**config.mk**
```make
export PLATFORM = sky130hd
export DESIGN_NAME = divider_7
export DESIGN_NICKNAME = d
export VERILOG_FILES = /design/src/rtl/divider_7.sv
export SDC_FILE = /design/constraint.sdc
export NUM_CORES = 1
export LEC_CHECK = 0
export CORE_UTILIZATION = 45
export CTS_CLUSTER_SIZE = 20
export DETAILED_ROUTE_END_ITERATION = 8
export PLACE_DENSITY_LB_ADDON = 0.2
export SLEW_MARGIN = 10
export SYNTH_ARGS = -nofsm -noshare
export SYNTH_HDL_FRONTEND = slang
export SYNTH_SLANG_ARGS = --single-unit
```
**constraint.sdc**
```tcl
create_clock -name clk -period 4.8 [get_ports clk]
set_clock_uncertainty 0.1 [all_clocks]
set_input_delay 0.96 -clock clk [delete_from_list [all_inputs] [get_ports clk]]
set_output_delay 0.96 -clock clk [all_outputs]
set_load 0.01 [all_outputs]
```
**src/rtl/divider_7.sv**
```systemverilog
// Sequential sign-magnitude divider: 16-bit magnitude by 8-bit magnitude,
// restoring algorithm, one quotient bit per clock, MSB first.
module divider_7 (
  input  logic        clk,
  input  logic        rst_n,
  input  logic        start,
  input  logic [16:0] dividend,
  input  logic [8:0]  divisor,
  output logic [16:0] quot,
  output logic [8:0]  rem,
  output logic        busy,
  output logic        rdy,
  output logic        dbz
);

  typedef enum logic [1:0] {
    IDLE = 2'd0,
    RUN  = 2'd1,
    DONE = 2'd2
  } state_t;

  state_t      state_q;
  logic [15:0] dvd_q;
  logic [7:0]  dvs_q;
  logic [8:0]  prem_q;
  logic [3:0]  cnt_q;
  logic        sd_q;
  logic        sv_q;
  logic [16:0] quot_q;
  logic [8:0]  rem_q;
  logic        busy_q;
  logic        rdy_q;
  logic        dbz_q;

  logic [9:0]  trial;
  logic        qbit;
  logic [8:0]  prem_d;
  logic [15:0] dvd_d;
  logic        qsign;
  logic        rsign;
  logic        accept;
  logic        zero_dvs;
  logic        last;

  // Shift next dividend bit into the partial remainder and try a subtract.
  // The partial remainder stays below the divisor, so 9 bits never overflow.
  always_comb begin
    trial  = {prem_q, dvd_q[15]};
    qbit   = (trial >= {2'b00, dvs_q});
    prem_d = qbit ? 9'(trial - {2'b00, dvs_q}) : trial[8:0];
    dvd_d  = {dvd_q[14:0], qbit};
    qsign  = (sd_q ^ sv_q) & (|dvd_d);
    rsign  = sd_q & (|prem_d);
  end

  always_comb begin
    accept   = start & ((state_q == IDLE) | (state_q == DONE));
    zero_dvs = (divisor[7:0] == 8'd0);
    last     = (cnt_q == 4'd15);
  end

  always_ff @(posedge clk or negedge rst_n) begin
    if (!rst_n) begin
      state_q <= IDLE;
      dvd_q   <= '0;
      dvs_q   <= '0;
      prem_q  <= '0;
      cnt_q   <= '0;
      sd_q    <= 1'b0;
      sv_q    <= 1'b0;
      quot_q  <= '0;
      rem_q   <= '0;
      busy_q  <= 1'b0;
      rdy_q   <= 1'b0;
      dbz_q   <= 1'b0;
    end else begin
      rdy_q <= 1'b0;
      unique case (state_q)
        IDLE, DONE: begin
          state_q <= IDLE;
          if (accept) begin
            dvd_q  <= dividend[15:0];
            dvs_q  <= divisor[7:0];
            sd_q   <= dividend[16];
            sv_q   <= divisor[8];
            prem_q <= '0;
            cnt_q  <= '0;
            if (zero_dvs) begin
              state_q <= DONE;
              rdy_q   <= 1'b1;
              dbz_q   <= 1'b1;
              quot_q  <= 17'h0FFFF;
              rem_q   <= '0;
            end else begin
              state_q <= RUN;
              busy_q  <= 1'b1;
            end
          end
        end
        RUN: begin
          dvd_q  <= dvd_d;
          prem_q <= prem_d;
          cnt_q  <= cnt_q + 4'd1;
          if (last) begin
            state_q <= DONE;
            busy_q  <= 1'b0;
            rdy_q   <= 1'b1;
            dbz_q   <= 1'b0;
            quot_q  <= {qsign, dvd_d};
            rem_q   <= {rsign, prem_d[7:0]};
          end
        end
        default: begin
          state_q <= IDLE;
          busy_q  <= 1'b0;
        end
      endcase
    end
  end

  assign quot = quot_q;
  assign rem  = rem_q;
  assign busy = busy_q;
  assign rdy  = rdy_q;
  assign dbz  = dbz_q;

endmodule

```
==> flow_metrics.py, run 1 <==
metrics = {
    "final_layout": {
        "finish.instance_area_um2": 4380,
        "drive_gt1_frac": 0.0714,
        "finalNetCount": 440,
        "diodes": 0,
        "syn_to_final_growth_pct": 24.8,
        "fillers": 629,
        "fin_cells": 505,
    },
    "global_route": {
        "grt_overflow": 0,
        "first_global_vias": 2738,
        "grt_usage": 0.206,
        "antenna_found_initial": 0,
        "grt_pass1_wl_um": 13300,
        "grt_max_degree": 45,
    },
    "sta": {
        "max_freq_ghz": 0.292,
        "finalSetupTns_ns": 0,
        "rsz0062_at_grt": "false",
        "drv_slew": 0,
        "worst_pin_slew_ns": 1.03,
        "period_needed_ns": 3.43,
        "timing.slew.headroom": 0.312,
        "setup_viol": 0,
        "period_share": 0.714,
        "hold_viol": 0,
    },
    "worst_setup_path": {
        "critPathRequiredTime_ns": 4.92,
        "cp-start-kind": "flop",
        "cp-end-kind": "flop",
        "crit_type": "flop to flop",
        "crit_fanout": 35,
        "worstPathArrival_ns": 3.55,
        "rrSetupSlack_ns": 1.37,
    },
    "routing": {
        "via_per_inst": 5.46,
        "drtIter0Drc": 115,
        "routed_wl_um": 7900,
        "drc_errors": 0,
        "first_pass_iters": 4,
        "vias": 2755,
        "ant_nets": 0,
        "post_drt_wl_per_cell_um": 15.6,
    },
    "synth": {
        "ys_warn_count": 0,
        "synth_compound_area_frac": 0.198,
        "yosys_most_used_dff": "dfrtp_1",
        "syn_area_per_cell_um2": 10.0,
        "ys_ff_latch": 70,
        "syn_nets": 389,
        "ys_top_cells_by_count": "dfrtp_1 (70), nand2_1 (42), o21ai_0 (35), mux2i_1 (23), a21oi_1 (21)",
        "yosys.area.top_type": "dfrtp_1",
        "yosysSeqAreaShare": 0.499,
        "synth_top_family_by_area": "compound AO/OA/AOI/OAI gates",
        "synth_area_leaders": "dfrtp_1 (50%), mux2i_1 (6.6%), o21ai_0 (5.0%), nand2_1 (4.5%), o22a_1 (3.7%)",
        "synthMuxAreaShare": 0.0656,
        "synthAdderAreaFrac": 0.0378,
        "synth-xor-area-share": 0.0125,
        "async_flop_share": 1.00,
        "netlist.area_leader.share": 0.499,
        "syn_area_um2": 3510,
        "yosys.area_share.simple": 0.146,
        "ys_types": 46,
        "synth_edf_count": 0,
        "syn_inst": 350,
        "synthMostInstantiatedCell": "dfrtp_1",
    },
    "power": {
        "p_per_area_nw_per_um2": 761,
        "power_leakage_nw": 1.79,
        "vdd_drop_max_uv": 273,
        "total_power_w": 0.00333,
    },
    "die": {
        "ios": 58,
        "core-area_um2": 7410,
        "die_x_um": 90.3,
        "die-area_um2": 8160,
        "rows": 31,
        "initial_core_util": 0.474,
        "die-height_um": 90.3,
    },
    "clocking": {
        "cts_tree": "yes",
        "htree_levels": 3,
        "clk_path_buf_depth": 2,
        "cts.sinks": 70,
        "clk_transition_reported_paths_ns": 0.07,
        "numCtsBuffers": 9,
        "cts_setup_buffers": 0,
        "cts_hold_buf": 0,
        "cts_resized": 0,
        "cts_root_buffer": "clkbuf_8",
        "clock_latency_ns": 0.34,
    },
    "run": {
        "drv_cap": 0,
    },
    "placed_design": {
        "hpwl_um": 5620,
        "io_buffer_count": 57,
        "place_congestion": 0.849,
        "placed_cell_area_um2": 4130,
        "post-place-cells": 489,
    },
    "run_status": {
        "outcome": "finished clean",
    },
    "min_path": {
        "hold_path.class": "flop to flop",
    },
}
[layer usage]
| layer | vias up | wire [µm] | GRT usage |
|---|---|---|---|
| met5 | - | 0 | 0 |
| met4 | 0 | 146 | 0.0672 |
| met3 | 15 | 300 | 0.0556 |
| met2 | 55 | 3900 | 0.345 |
| met1 | 1324 | 3550 | 0.258 |
| li1 | 1361 | - | - |
[final timing paths]
path / from / end / cells past startpoint
max reg2reg: state_q[0]$_DFFE_PN0N_ / quot[12]$_DFFE_PN0P_ / 5
max in group asynchronous: rst_n / prem_q[4]$_DFFE_PN0P_ / 2
max: state_q[0]$_DFFE_PN0N_ / quot[12]$_DFFE_PN0P_ / 5
min in group asynchronous: rst_n / dvs_q[4]$_DFFE_PN0P_ / 1
min reg2reg: rem[3]$_DFFE_PN0P_ / rem[3]$_DFFE_PN0P_ / 2
min: rem[3]$_DFFE_PN0P_ / rem[3]$_DFFE_PN0P_ / 2
[worst max-delay path, cell delays in order (launching register included)]
cell and delay, ns:
dfrtp_1 0.76, nand2b_1 0.54, or2_2 0.49, o21a_1 0.48
clkinv_1 0.59, o22a_1 0.35
[stage by stage]
step	worst slack [ns]	hold slack [ns]	utilization
after global placement	1.52	0.375	0.558
after global routing	1.06	0.420	0.591
after detailed placement	1.40	0.375	0.558
final	1.37	0.383	0.591
after CTS	1.35	0.392	0.591
after floorplan	2.10	0.350	-
[placed cells by master (no fill, tap or decap), types with 3 or more instances in the layout]
| cell type | instances |
|---|---|
| a211oi_1 | 15 |
| a21oi_1 | 21 |
| a22o_1 | 3 |
| buf_4 | 4 |
| bufinv_16 | 3 |
| clkbuf_8 | 10 |
| clkdlybuf4s50_1 | 56 |
| dfrtp_1 | 70 |
| ha_1 | 9 |
| inv_1 | 12 |
| mux2i_1 | 23 |
| nand2_1 | 42 |
| nand3_1 | 5 |
| nand4_1 | 4 |
| nor2_1 | 14 |
| nor2b_1 | 16 |
| nor3_1 | 4 |
| nor4_1 | 6 |
| o21a_1 | 3 |
| o21ai_0 | 35 |
| o22a_1 | 15 |
| xor2_1 | 3 |
[kinds of logic after synthesis]
| family | after synthesis |
|---|---|
| fa+ha+maj | 10 |
| compound gates | 105 |
| xor+xnor | 5 |
| flops | 70 |
| mux | 23 |
| buf+inv | 34 |
| simple gates | 103 |
[registers in the layout, summed over array words and instances, names as in the netlist, 2 cells and up]
| register | count |
|---|---|
| rem | 9 |
| prem_q | 9 |
| dvs_q | 8 |
| state_q | 2 |
| quot | 17 |
| cnt_q | 4 |
| dvd_q | 16 |
[final cells by class]
class / count / area, µm² / share of cell area
inverter: 13 / 48.8 / 0.0111
clock buffer: 10 / 138 / 0.0314
tap: 99 / 124 / 0.0283
sequential: 70 / 1750 / 0.400
clock inverter: 6 / 109 / 0.0248
multi-input combinational: 246 / 1610 / 0.368
timing repair buffer: 61 / 596 / 0.136
[where the power goes]
| group | internal [W] | switching, W | total [W] |
|---|---|---|---|
| logic | 0.000780 | 0.000838 | 0.00162 |
| clock network | 0.000358 | 0.000218 | 0.000577 |
| registers | 0.000874 | 0.000264 | 0.00114 |
(Power assumes the default switching activity.)
==> run 2: changes to the inputs <==
Clock period 4.8 ns to 2.9 ns, I/O delays scaled along.
==> flow_metrics.py, run 2 (synthesis gave the netlist of run 1 again) <==
metrics = {
    "sta": {
        "rsz0062_at_grt": "false",
        "period_needed_ns": 2.71,
        "period_share": 0.935,
        "setup_viol": 0,
        "timing.slew.headroom": 0.457,
        "drv_slew": 0,
        "worst_pin_slew_ns": 0.811,
        "fin_ws_ns": 0.187,
        "finalSetupTns_ns": 0,
        "hold_viol": 0,
        "max_freq_ghz": 0.369,
    },
    "worst_setup_path": {
        "crit_type": "flop to flop",
        "crit_fanout": 4,
        "reg2regPathDepth": 10,
        "worstPathArrival_ns": 2.84,
        "cp-start-kind": "flop",
        "critPathRequiredTime_ns": 3.02,
        "cp-end-kind": "flop",
        "rrSetupSlack_ns": 0.19,
    },
    "die": {
        "initial_core_util": 0.474,
        "core-area_um2": 7410,
        "ios": 58,
        "die_x_um": 90.3,
        "rows": 31,
        "die-height_um": 90.3,
        "die-area_um2": 8160,
    },
    "routing": {
        "routed_wl_um": 8330,
        "post_drt_wl_per_cell_um": 16.2,
        "drtIter0Drc": 131,
        "drc_errors": 0,
        "ant_nets": 0,
        "first_pass_iters": 4,
        "via_per_inst": 5.40,
        "vias": 2780,
    },
    "global_route": {
        "grt_pass1_wl_um": 13700,
        "antenna_found_initial": 0,
        "grt_overflow": 0,
        "first_global_vias": 2704,
        "grt_usage": 0.215,
        "grt_max_degree": 35,
    },
    "clocking": {
        "cts_hold_buf": 0,
        "clk_path_buf_depth": 2,
        "cts.sinks": 70,
        "cts_root_buffer": "clkbuf_8",
        "htree_levels": 3,
        "cts_tree": "yes",
        "numCtsBuffers": 9,
        "clock_latency_ns": 0.35,
        "clk_transition_reported_paths_ns": 0.08,
    },
    "placed_design": {
        "io_buffer_count": 57,
        "hpwl_um": 5890,
        "dp_slack_ns": 0.0736,
        "place_congestion": 0.861,
        "post-place-cells": 498,
    },
    "final_layout": {
        "layout_common_cells": "dfrtp_1 (70), clkdlybuf4s50_1 (56), nand2_1 (42)",
        "largest_register_ffs": 17,
        "syn_to_final_growth_pct": 26.1,
        "finalNetCount": 451,
        "register_area_um2": 1750,
        "final_common_cell": "dfrtp_1",
        "multi_input_area_um2": 1620,
        "fin_cells": 515,
        "fillers": 646,
        "drive_gt1_frac": 0.0938,
        "diodes": 0,
    },
    "run_status": {
        "outcome": "finished clean",
    },
    "power": {
        "p_per_area_nw_per_um2": 1250,
        "power_leakage_nw": 1.82,
        "vdd_drop_max_uv": 483,
    },
    "run": {
        "drv_cap": 0,
    },
    "min_path": {
        "hold_path.class": "primary input to asynchronous set/reset pin",
    },
}
run 2: cell count changes in the layout (fill, tap and decap cells not counted), sizes merged:
cell	before	now
buf	5	16
bufinv	3	1
clkbuf	10	11
clkinv	4	3
clkinvlp	0	1
run 2: report_power, final:
part | total (W) | internal, W | switching, W
Sequential | 0.00182 | 0.00145 | 0.000377
Clock | 0.000782 | 0.000413 | 0.000369
Combinational | 0.00293 | 0.00142 | 0.00151
Total | 0.00554 | 0.00328 | 0.00226
run 2: area by class of cell:
class | instances | share of cell area
multi-input cells | 246 | 0.367
well taps | 99 | 0.0280
flip-flops and latches | 70 | 0.396
clock inverters | 4 | 0.0107
clock buffers | 11 | 0.0319
repair buffers | 72 | 0.156
inverters | 13 | 0.0110
run 2: final timing paths:
kind                                       start                    to
max                        dvd_q[15]$_DFFE_PN0P_    rem[8]$_DFFE_PN0P_
min                                        rst_n  dvs_q[3]$_DFFE_PN0P_
max reg2reg                dvd_q[15]$_DFFE_PN0P_    rem[8]$_DFFE_PN0P_
min reg2reg                   rem[0]$_DFFE_PN0P_    rem[0]$_DFFE_PN0P_
max in group asynchronous                  rst_n   quot[3]$_DFFE_PN0P_
min in group clk              rem[0]$_DFFE_PN0P_    rem[0]$_DFFE_PN0P_
run 2: repair_timing:
action / in CTS / in global routing
setup endpoints to repair: 0 / 6
setup buffers: 0 / 2
gates resized for setup: 0 / 2
run 2: metal layers:
| metal | vias to the layer above | global-route usage | part of all wire |
|---|---|---|---|
| li1 | 1376 | - | - |
| met1 | 1340 | 0.280 | 0.46 |
| met2 | 53 | 0.360 | 0.50 |
| met3 | 11 | 0.0396 | 0.034 |
| met4 | 0 | 0.0766 | 0.012 |
| met5 | - | 0 | 0 |
run 2: stage by stage:
stage	hold slack (ns)	cell area, µm²	utilization	total power, W
after global placement	0.364	4210	0.569	0.00463
after CTS	0.139	4400	0.594	0.00549
after floorplan	0.184	3510	-	0.00371
final	0.117	4430	0.598	0.00554
after global routing	0.170	4430	0.598	0.00600
after detailed placement	0.370	4210	0.569	0.00469
run 2: worst max-delay path, stage by stage, from the launching register on:
cell       delay (ns)
dfrtp_1          0.40
inv_1            0.11
ha_1             0.18
inv_1            0.06
fa_2             0.37
a211oi_4         0.27
nor2_1           0.09
xor2_1           0.16
a2111o_1         0.37
a2111oi_2        0.36
a31oi_1          0.12
